[src/rtl/mz_pulse_sequencer.sv]
// Mach-Zehnder RF gate sequencer: trigger -> DEAD, P1 (pi/2), W1, P2 (pi), W2, P3 (pi/2).
// A single down-counter times every segment; all outputs are registered from next-state.
module mz_pulse_sequencer #(
  parameter int CNT_W  = 17,
  parameter int START  = 66666,
  parameter int PI_2   = 333,
  parameter int PI     = 666,
  parameter int WAIT   = 66666,
  parameter int SHOT_W = 16
) (
  input  logic              clk,
  input  logic              rst_n,
  input  logic              trig,
  input  logic              cont,
  input  logic              abort,
  output logic              rf,
  output logic              busy,
  output logic              done,
  output logic [2:0]        seg,
  output logic [SHOT_W-1:0] shots
);

  localparam longint LIM = longint'(1) << CNT_W;

  if (START < 1 || PI_2 < 1 || PI < 1 || WAIT < 1 ||
      START >= LIM || PI_2 >= LIM || PI >= LIM || WAIT >= LIM) begin : g_len_chk
    $error("mz_pulse_sequencer: segment length must be in [1, 2**CNT_W)");
  end

  localparam logic [CNT_W-1:0] START_M1 = CNT_W'(START - 1);
  localparam logic [CNT_W-1:0] PI2_M1   = CNT_W'(PI_2 - 1);
  localparam logic [CNT_W-1:0] PI_M1    = CNT_W'(PI - 1);
  localparam logic [CNT_W-1:0] WAIT_M1  = CNT_W'(WAIT - 1);

  typedef enum logic [2:0] {
    IDLE = 3'd0, DEAD = 3'd1, P1 = 3'd2, W1 = 3'd3, P2 = 3'd4, W2 = 3'd5, P3 = 3'd6
  } state_t;

  state_t           state, nstate;
  logic [CNT_W-1:0] cnt, cnt_nxt;
  logic             sync1, sync2, hist;
  logic             start, seg_end, fin;

  function automatic logic [CNT_W-1:0] len_m1(state_t s);
    case (s)
      DEAD:    return START_M1;
      P1, P3:  return PI2_M1;
      W1, W2:  return WAIT_M1;
      P2:      return PI_M1;
      default: return '0;
    endcase
  endfunction

  // Two-flop synchroniser plus history flop; only a 0->1 edge starts a run.
  always_ff @(posedge clk or negedge rst_n) begin
    if (!rst_n) begin
      sync1 <= 1'b0;
      sync2 <= 1'b0;
      hist  <= 1'b0;
    end else begin
      sync1 <= trig;
      sync2 <= sync1;
      hist  <= sync2;
    end
  end

  assign start   = sync2 & ~hist;
  assign seg_end = (cnt == '0);

  always_comb begin
    nstate  = state;
    fin     = 1'b0;
    case (state)
      IDLE: if (start)   nstate = DEAD;
      DEAD: if (seg_end) nstate = P1;
      P1:   if (seg_end) nstate = W1;
      W1:   if (seg_end) nstate = P2;
      P2:   if (seg_end) nstate = W2;
      W2:   if (seg_end) nstate = P3;
      P3:   if (seg_end) begin
        fin    = 1'b1;
        nstate = cont ? DEAD : IDLE;
      end
      default: nstate = IDLE;
    endcase
    if (abort) begin
      nstate = IDLE;
      fin    = 1'b0;
    end
    // Every transition enters a different state, so a state change marks segment entry.
    cnt_nxt = (state == IDLE) ? '0 : cnt - CNT_W'(1);
    if (nstate != state) cnt_nxt = len_m1(nstate);
  end

  always_ff @(posedge clk or negedge rst_n) begin
    if (!rst_n) begin
      state <= IDLE;
      cnt   <= '0;
      rf    <= 1'b0;
      busy  <= 1'b0;
      done  <= 1'b0;
      seg   <= 3'd0;
      shots <= '0;
    end else begin
      state <= nstate;
      cnt   <= cnt_nxt;
      rf    <= (nstate == P1) || (nstate == P2) || (nstate == P3);
      busy  <= (nstate != IDLE);
      seg   <= nstate;
      done  <= fin;
      if (fin) shots <= shots + SHOT_W'(1);
    end
  end

endmodule

[config.mk]
export PLATFORM = sky130hd
export DESIGN_NAME = mz_pulse_sequencer
export DESIGN_NICKNAME = d
export VERILOG_FILES = /design/src/rtl/mz_pulse_sequencer.sv
export SDC_FILE = /design/constraint.sdc
export NUM_CORES = 1
export LEC_CHECK = 0
export ABC_AREA = 1
export BUFFER_PORTS_ARGS = -buffer_cell sky130_fd_sc_hd__buf_2
export CORE_ASPECT_RATIO = 1.4
export CORE_MARGIN = 4
export CORE_UTILIZATION = 50
export DETAILED_ROUTE_END_ITERATION = 16
export HOLD_SLACK_MARGIN = 0.06
export PLACE_DENSITY = 0.76
export SLEW_MARGIN = 10
export SYNTH_ARGS = -nofsm -noshare
export SYNTH_HDL_FRONTEND = slang
export SYNTH_SLANG_ARGS = --single-unit
[constraint.sdc]
create_clock -name clk -period 1.9 [get_ports clk]
set_input_delay 0.095 -clock clk [delete_from_list [all_inputs] [get_ports clk]]
set_output_delay 0.095 -clock clk [all_outputs]
set_load 0.01 [all_outputs]
==> flow_summary.yaml, run 1 <==
final_layout:
  seq_area_um2: 1050
  fill_cells: 356
  nNetsFinal: 390
  diodes: 0
  synthToLayoutAreaGrowth_pct: 34.7
  multi_input_area_um2: 1400
  fin_util_pct: 71.3
  drive_gt1_share_pct: 40.5
  final_cells: 445
synth:
  ys_seq_area_share_pct: 42.8
  yosysMostFrequentCell: "nand2_1"
  yosysTopAreaCell: "dfrtp_1"
  yosysWarnings: 0
  synthTopCellsByArea: "dfrtp_1 (43%), nand2_1 (10%), nor2_1 (5.8%)"
  syn_inst: 301
  ys_ff_latch: 42
  synth_top_cell_area_share_pct: 42.8
  syn_avg_cell_area_um2: 8.16
  synthFlopType: "dfrtp_1"
  async_flop_share_pct: 100
  netlist_area_um2: 2460
  synthTopCellsByCount: "nand2_1 (67), dfrtp_1 (42), nor2_1 (38)"
  synth_edf_count: 0
  synth_cell_type_count: 29
  synth_fp_nets: 309
placed_design:
  gp_congestion: 0.886
  placedCellCount: 412
  port_buffers: 26
  dp_hpwl_um: 4350
clock_tree:
  cts_made_buffers: 5
  cts_tree: "yes"
  clk_path_buf_depth: 2
  cts_root_buffer: "clkbuf_8"
  clock-sinks: 42
  path_clk_slew_ns: 0.08
  htreeDepth: 2
  clock_latency_ns: 0.29
critical_path:
  critPathMaxFanout: 7
  start_kind: "flop"
  cp-end-kind: "flop"
  arrival_ns: 2.08
  critPathKind: "reg -> reg"
  cp.required_ns: 2.07
timing:
  rsz0062_at_grt: "true"
  finClkSkew_ns: 0.0101
  max_freq_mhz: 525
  drv_slew: 0
  period_share_pct: 100
  setup_viol: 2
  hold_viol: 0
  setup_ws_ns: -0.00628
  worst_pin_slew_ns: 0.514
  finalCriticalPeriod_ns: 1.91
  relSlewSlack_pct: 65.4
global_route:
  grt_antenna_before_repair: 0
  grt.total_usage_pct: 21.7
  grt_overflow: 0
  grt_max_degree: 43
  grt_pass1_vias: 2323
  grt_pass1_wl_um: 10300
drt:
  drc: 0
  routed_wl_um: 6690
  ant_nets: 0
  via_count: 2299
  wl_per_cell_um: 15.0
  dr.pass1.iters: 4
  viasPerCell: 5.17
  drt_iter0_markers: 176
power_and_ir_drop:
  seqPwrFrac_pct: 24.6
  power.share.clock_pct: 13.7
  netSwitchingFraction_pct: 43.3
  p_int_mw: 2.74
  pwr-share-comb_pct: 61.7
  vdd_drop_max_mv: 0.762
  power.switching_mw: 2.09
  power.static_leakage_nw: 1.71
  powerDensity_nw_per_um2: 1460
floorplan:
  rows: 29
  dieArea_um2: 6110
  start_util_pct: 52.9
  pin_count: 27
  coreArea_um2: 4640
  die_w_um: 67.2
  die_h_um: 90.9
job:
  drv_cap: 0
hold_path:
  min_path_type: "in -> reg"
status:
  violations: "negative setup slack"
  status: "finished, violations left"
flip-flops by register name, summed over array words and instances (netlist names):
signal	flops
busy	1
cnt	17
done	1
hist	1
rf	1
shots	16
state	3
sync1	1
sync2	1
cells by family after synthesis:
logic type / count (synthesis) / share of synthesized area (%)
fa+ha+maj: 3 / 1.53
xor+xnor: 21 / 7.49
simple gates: 183 / 37.9
flops: 42 / 42.8
compound gates: 16 / 4.02
buf+inv: 36 / 6.27
path summary, 6_finish.rpt:
check                      cells past startpoint  slack [ns]           endpoint        startpoint
max                                           10      -0.006   cnt[3]$_DFF_PN0_  cnt[0]$_DFF_PN0_
min                                            2        0.13     done$_DFF_PN0_             abort
max reg2reg                                   10      -0.006   cnt[3]$_DFF_PN0_  cnt[0]$_DFF_PN0_
min reg2reg                                    0        0.37    sync2$_DFF_PN0_   sync1$_DFF_PN0_
max in group asynchronous                      3        1.39  cnt[12]$_DFF_PN0_             rst_n
min in group asynchronous                      3        0.29   cnt[3]$_DFF_PN0_             rst_n
power groups by stage:
stage,combinational [mW],sequential (mW),clock (mW)
after global routing,3.23,1.21,0.718
after detailed placement,2.25,1.17,0
after CTS,2.42,1.16,0.670
final,2.98,1.19,0.665
after global placement,2.18,1.16,0
after floorplan,1.50,1.19,0
layout make-up:
type | instances | share of cell area [%]
multi-input cells | 223 | 42.3
well taps | 62 | 2.34
clock buffers | 8 | 3.33
inverters | 32 | 3.63
flip-flops and latches | 42 | 31.8
repair buffers | 78 | 16.6
layout by cell type, fill, tap and decap left out, types with 3 or more instances in the layout:
master,count
nand2_2,13
inv_1,23
nor3_2,3
inv_2,9
nor3_1,5
nor2_2,5
a21oi_1,4
nor2_1,33
nand3_2,14
buf_4,46
nand3_1,18
nand2_1,60
nor2_4,12
xor2_1,14
buf_2,26
buf_6,3
dfrtp_1,40
nor4_1,4
o21ai_0,7
xnor2_1,7
clkbuf_8,8
nand4_1,6
nand2_4,3
repair_timing:
action	CTS	global route
endpoints found under the hold margin	43	0
endpoints found under the setup margin	17	29
resized for setup	11	31
setup buffers	4	20
pin swaps	8	18
hold buffers	2	0
worst max-delay path, cell delays in order, from the launching register on:
cell and delay (ns):
dfrtp_1 0.40, inv_2 0.09, ha_4 0.16, nand4_1 0.21, nor3_4 0.19, nand4_1 0.22
nand2_4 0.13, nor2_4 0.07, buf_4 0.14, nand3_2 0.08, nand2_2 0.08
through the flow:
stage	setup WS [ns]	area [um^2]	hold slack, ns	power (mW)	TNS [ns]
CTS	0.00338	3040	0.114	4.25	0
detailed placement	-0.204	2850	0.0829	3.42	-1.91
finish	-0.00628	3310	0.126	4.84	-0.00650
global placement	-0.113	2850	0.0895	3.35	-0.711
global route	-0.105	3310	0.117	5.16	-1.17
floorplan	0.195	2460	-0.201	2.69	0
per-layer routing:
metal / global-route usage, % / up-vias / wire length, um
li1: - / 1127 / -
met1: 24.0 / 1070 / 2340
met2: 39.5 / 79 / 3790
met3: 3.46 / 23 / 320
met4: 9.31 / 0 / 236
met5: 0 / - / 0
(Power assumes the default switching activity.)
==> inputs of run 2 (changes only) <==
BUFFER_PORTS_ARGS = unset   (was -buffer_cell sky130_fd_sc_hd__buf_2)
DONT_BUFFER_PORTS = 1   (was unset)
PLACE_DENSITY = 0.71   (was 0.76)
==> run 2 against run 1 <==
Effect of this change: the run now ends clean; critical path depth up 3; maximum frequency up 3.3%; routed wire length down 9.8%; worst setup slack better by 0.061 ns; sequential power about the same; final cell count down 7.4%; first-iteration DRC count down 48%; non-clock buffer count down 33; via count down 7.2%; register-to-register slack better by 0.06 ns; critical path type unchanged; critical endpoint is now cnt[4]$_DFF_PN0_.
==> flow_summary.yaml, run 2 (synthesized netlist as in run 1, its figures left out) <==
status:
  status: "finished clean"
drt:
  wl_per_cell_um: 14.6
  ant_nets: 0
  via_count: 2133
  routed_wl_um: 6030
  viasPerCell: 5.18
  drt_iter0_markers: 91
  drc: 0
  dr.pass1.iters: 4
critical_path:
  cpMostUsedCell: "nand2_2"
  path_cells: "inv_2, ha_4, nand3_4, nor2_4, nand2_2, nand2_2, nand2_2, nand2_4, nand3_4, a21oi_4, buf_6, nand3_2, nand2_1"
  critPathMaxFanout: 4
  crit_path_start: "cnt[1]$_DFF_PN0_"
  r2r_end: "cnt[4]$_DFF_PN0_"
  worstReg2RegStart: "cnt[1]$_DFF_PN0_"
  arrival_ns: 2.08
  critical-path-slowest-cell: "dfrtp_1"
  endpoint: "cnt[4]$_DFF_PN0_"
  critPathKind: "reg -> reg"
  reg2reg_depth: 13
  start_kind: "flop"
  reg2reg_slack_ns: 0.06
  crit_cells: 13
  slowest_delay_ns: 0.40
  cp_top_family: "simple AND/OR/NAND/NOR gates"
  cp.required_ns: 2.13
  cp-end-kind: "flop"
  crit_buf_inv: 2
global_route:
  grt_pass1_vias: 2159
  grt.total_usage_pct: 20.7
  grt_max_degree: 43
  grt_antenna_before_repair: 0
  grt_pass1_wl_um: 9810
  grt_overflow: 0
hold_path:
  min_delay_path_depth: 4
  min_path_type: "in -> reg"
  hold_path.startpoint: "abort"
timing:
  setup_viol: 0
  fin_tns_setup_ns: 0
  setup_ws_ns: 0.0552
  rsz0062_at_grt: "true"
  max_freq_mhz: 542
  drv_slew: 0
  finClkSkew_ns: 0.0102
  hold_viol: 0
  hold_slack_ns: 0.103
  relSlewSlack_pct: 66.6
  period_share_pct: 97.1
  finalCriticalPeriod_ns: 1.84
  worst_pin_slew_ns: 0.497
floorplan:
  pin_count: 27
  start_util_pct: 52.9
  die_h_um: 90.9
  dieArea_um2: 6110
  coreArea_um2: 4640
  die_w_um: 67.2
  rows: 29
power_and_ir_drop:
  power_mw: 4.39
  powerDensity_nw_per_um2: 1420
  power.share.clock_pct: 13.5
  pwr-share-comb_pct: 59.0
  power.switching_mw: 1.98
  p_int_mw: 2.41
  seqPwrFrac_pct: 27.5
  netSwitchingFraction_pct: 45.0
  power.static_leakage_nw: 1.55
  vdd_drop_max_mv: 0.748
job:
  drv_cap: 0
final_layout:
  diodes: 0
  nNetsFinal: 357
  drive_gt1_share_pct: 34.3
  final_cells: 412
  mostFrequentLayoutCells: "nand2_1 (60), dfrtp_1 (40), buf_4 (36)"
  final_common_cell: "nand2_1"
  top_regs: "cnt (17), shots (16), state (3)"
  synthToLayoutAreaGrowth_pct: 26.4
  largest_register_ffs: 17
  largest_register: "cnt"
  fin_area_um2: 3100
  fin_util_pct: 66.8
clock_tree:
  clock-sinks: 42
  path_clk_slew_ns: 0.08
  clk_path_buf_depth: 2
  cts_tree: "yes"
  cts_root_buffer: "clkbuf_8"
  cts_made_buffers: 5
  clock_latency_ns: 0.30
  htreeDepth: 2
placed_design:
  port_buffers: 0
  placed_area_um2: 2670
  gp_congestion: 0.877
  dp_worst_setup_slack_ns: -0.231
  dp_hpwl_um: 4180
  placedCellCount: 382
run 2: changes by cell type in the layout (fill, tap and decap cells not counted):
cell,before,now
nor2_4,12,11
clkinv_2,0,1
buf_2,26,0
nor2_1,33,34
clkbuf_8,8,5
buf_4,46,36
dlygate4sd3_1,2,3
clkinvlp_4,0,1
buf_6,3,5
nand2_4,3,2
nand2_2,13,14
clkinv_4,0,1
run 2: area by class of cell:
cell class                      instances  area, um^2
Multi-Input combinational cell        223        1390
Fill cell                             397        1540
Tap cell                               62        77.6
Clock buffer                            5        68.8
Sequential cell                        42        1050
Clock inverter                          3        21.3
Inverter                               32         120
Timing Repair Buffer                   45         377
run 2: worst register-to-register path, cell delays in order, from the launching register on:
cell and delay, ns:
dfrtp_1 0.40, inv_2 0.08, ha_4 0.15, nand3_4 0.08, nor2_4 0.13, nand2_2 0.07
nand2_2 0.09, nand2_2 0.07, nand2_4 0.07, nand3_4 0.08, a21oi_4 0.24, buf_6 0.16
nand3_2 0.08, nand2_1 0.09
run 2: power by group through the flow:
stage          clock network (mW)  registers [mW]  logic (mW)
6_report                    0.591            1.21        2.59
5_1_grt                     0.640            1.23        2.86
4_1_cts                     0.603            1.17        2.22
3_5_place_dp                    0            1.19        2.11
3_3_place_gp                    0            1.19        2.07
2_1_floorplan                   0            1.19        1.50
run 2: worst min-delay path by stage:
stage                     slack [ns]                   end
after global routing            0.10    state[0]$_DFF_PN0_
after global placement         -0.20      cnt[7]$_DFF_PN0_
final                           0.10    state[0]$_DFF_PN0_
after detailed placement       -0.20      cnt[6]$_DFF_PN0_
after floorplan                -0.20        busy$_DFF_PN0_
after CTS                       0.06  shots[0]$_DFFE_PN0P_
run 2: routing by layer:
| layer | part of all wire (%) | vias to the layer above | track usage [%] |
|---|---|---|---|
| met5 | 0 | - | 0 |
| met4 | 3.1 | 0 | 7.11 |
| met3 | 4.0 | 18 | 4.94 |
| met2 | 56 | 42 | 36.6 |
| met1 | 37 | 1011 | 23.7 |
| li1 | - | 1062 | - |
run 2: what timing repair did:
item / 4_1_cts / 5_1_grt
setup endpoints to repair: 17 / 31
pin swaps: 2 / 34
hold buffers: 4 / 0
resized for setup: 2 / 39
hold endpoints to repair: 47 / 0
buffers inserted: 5 / 13
cloned: 0 / 0
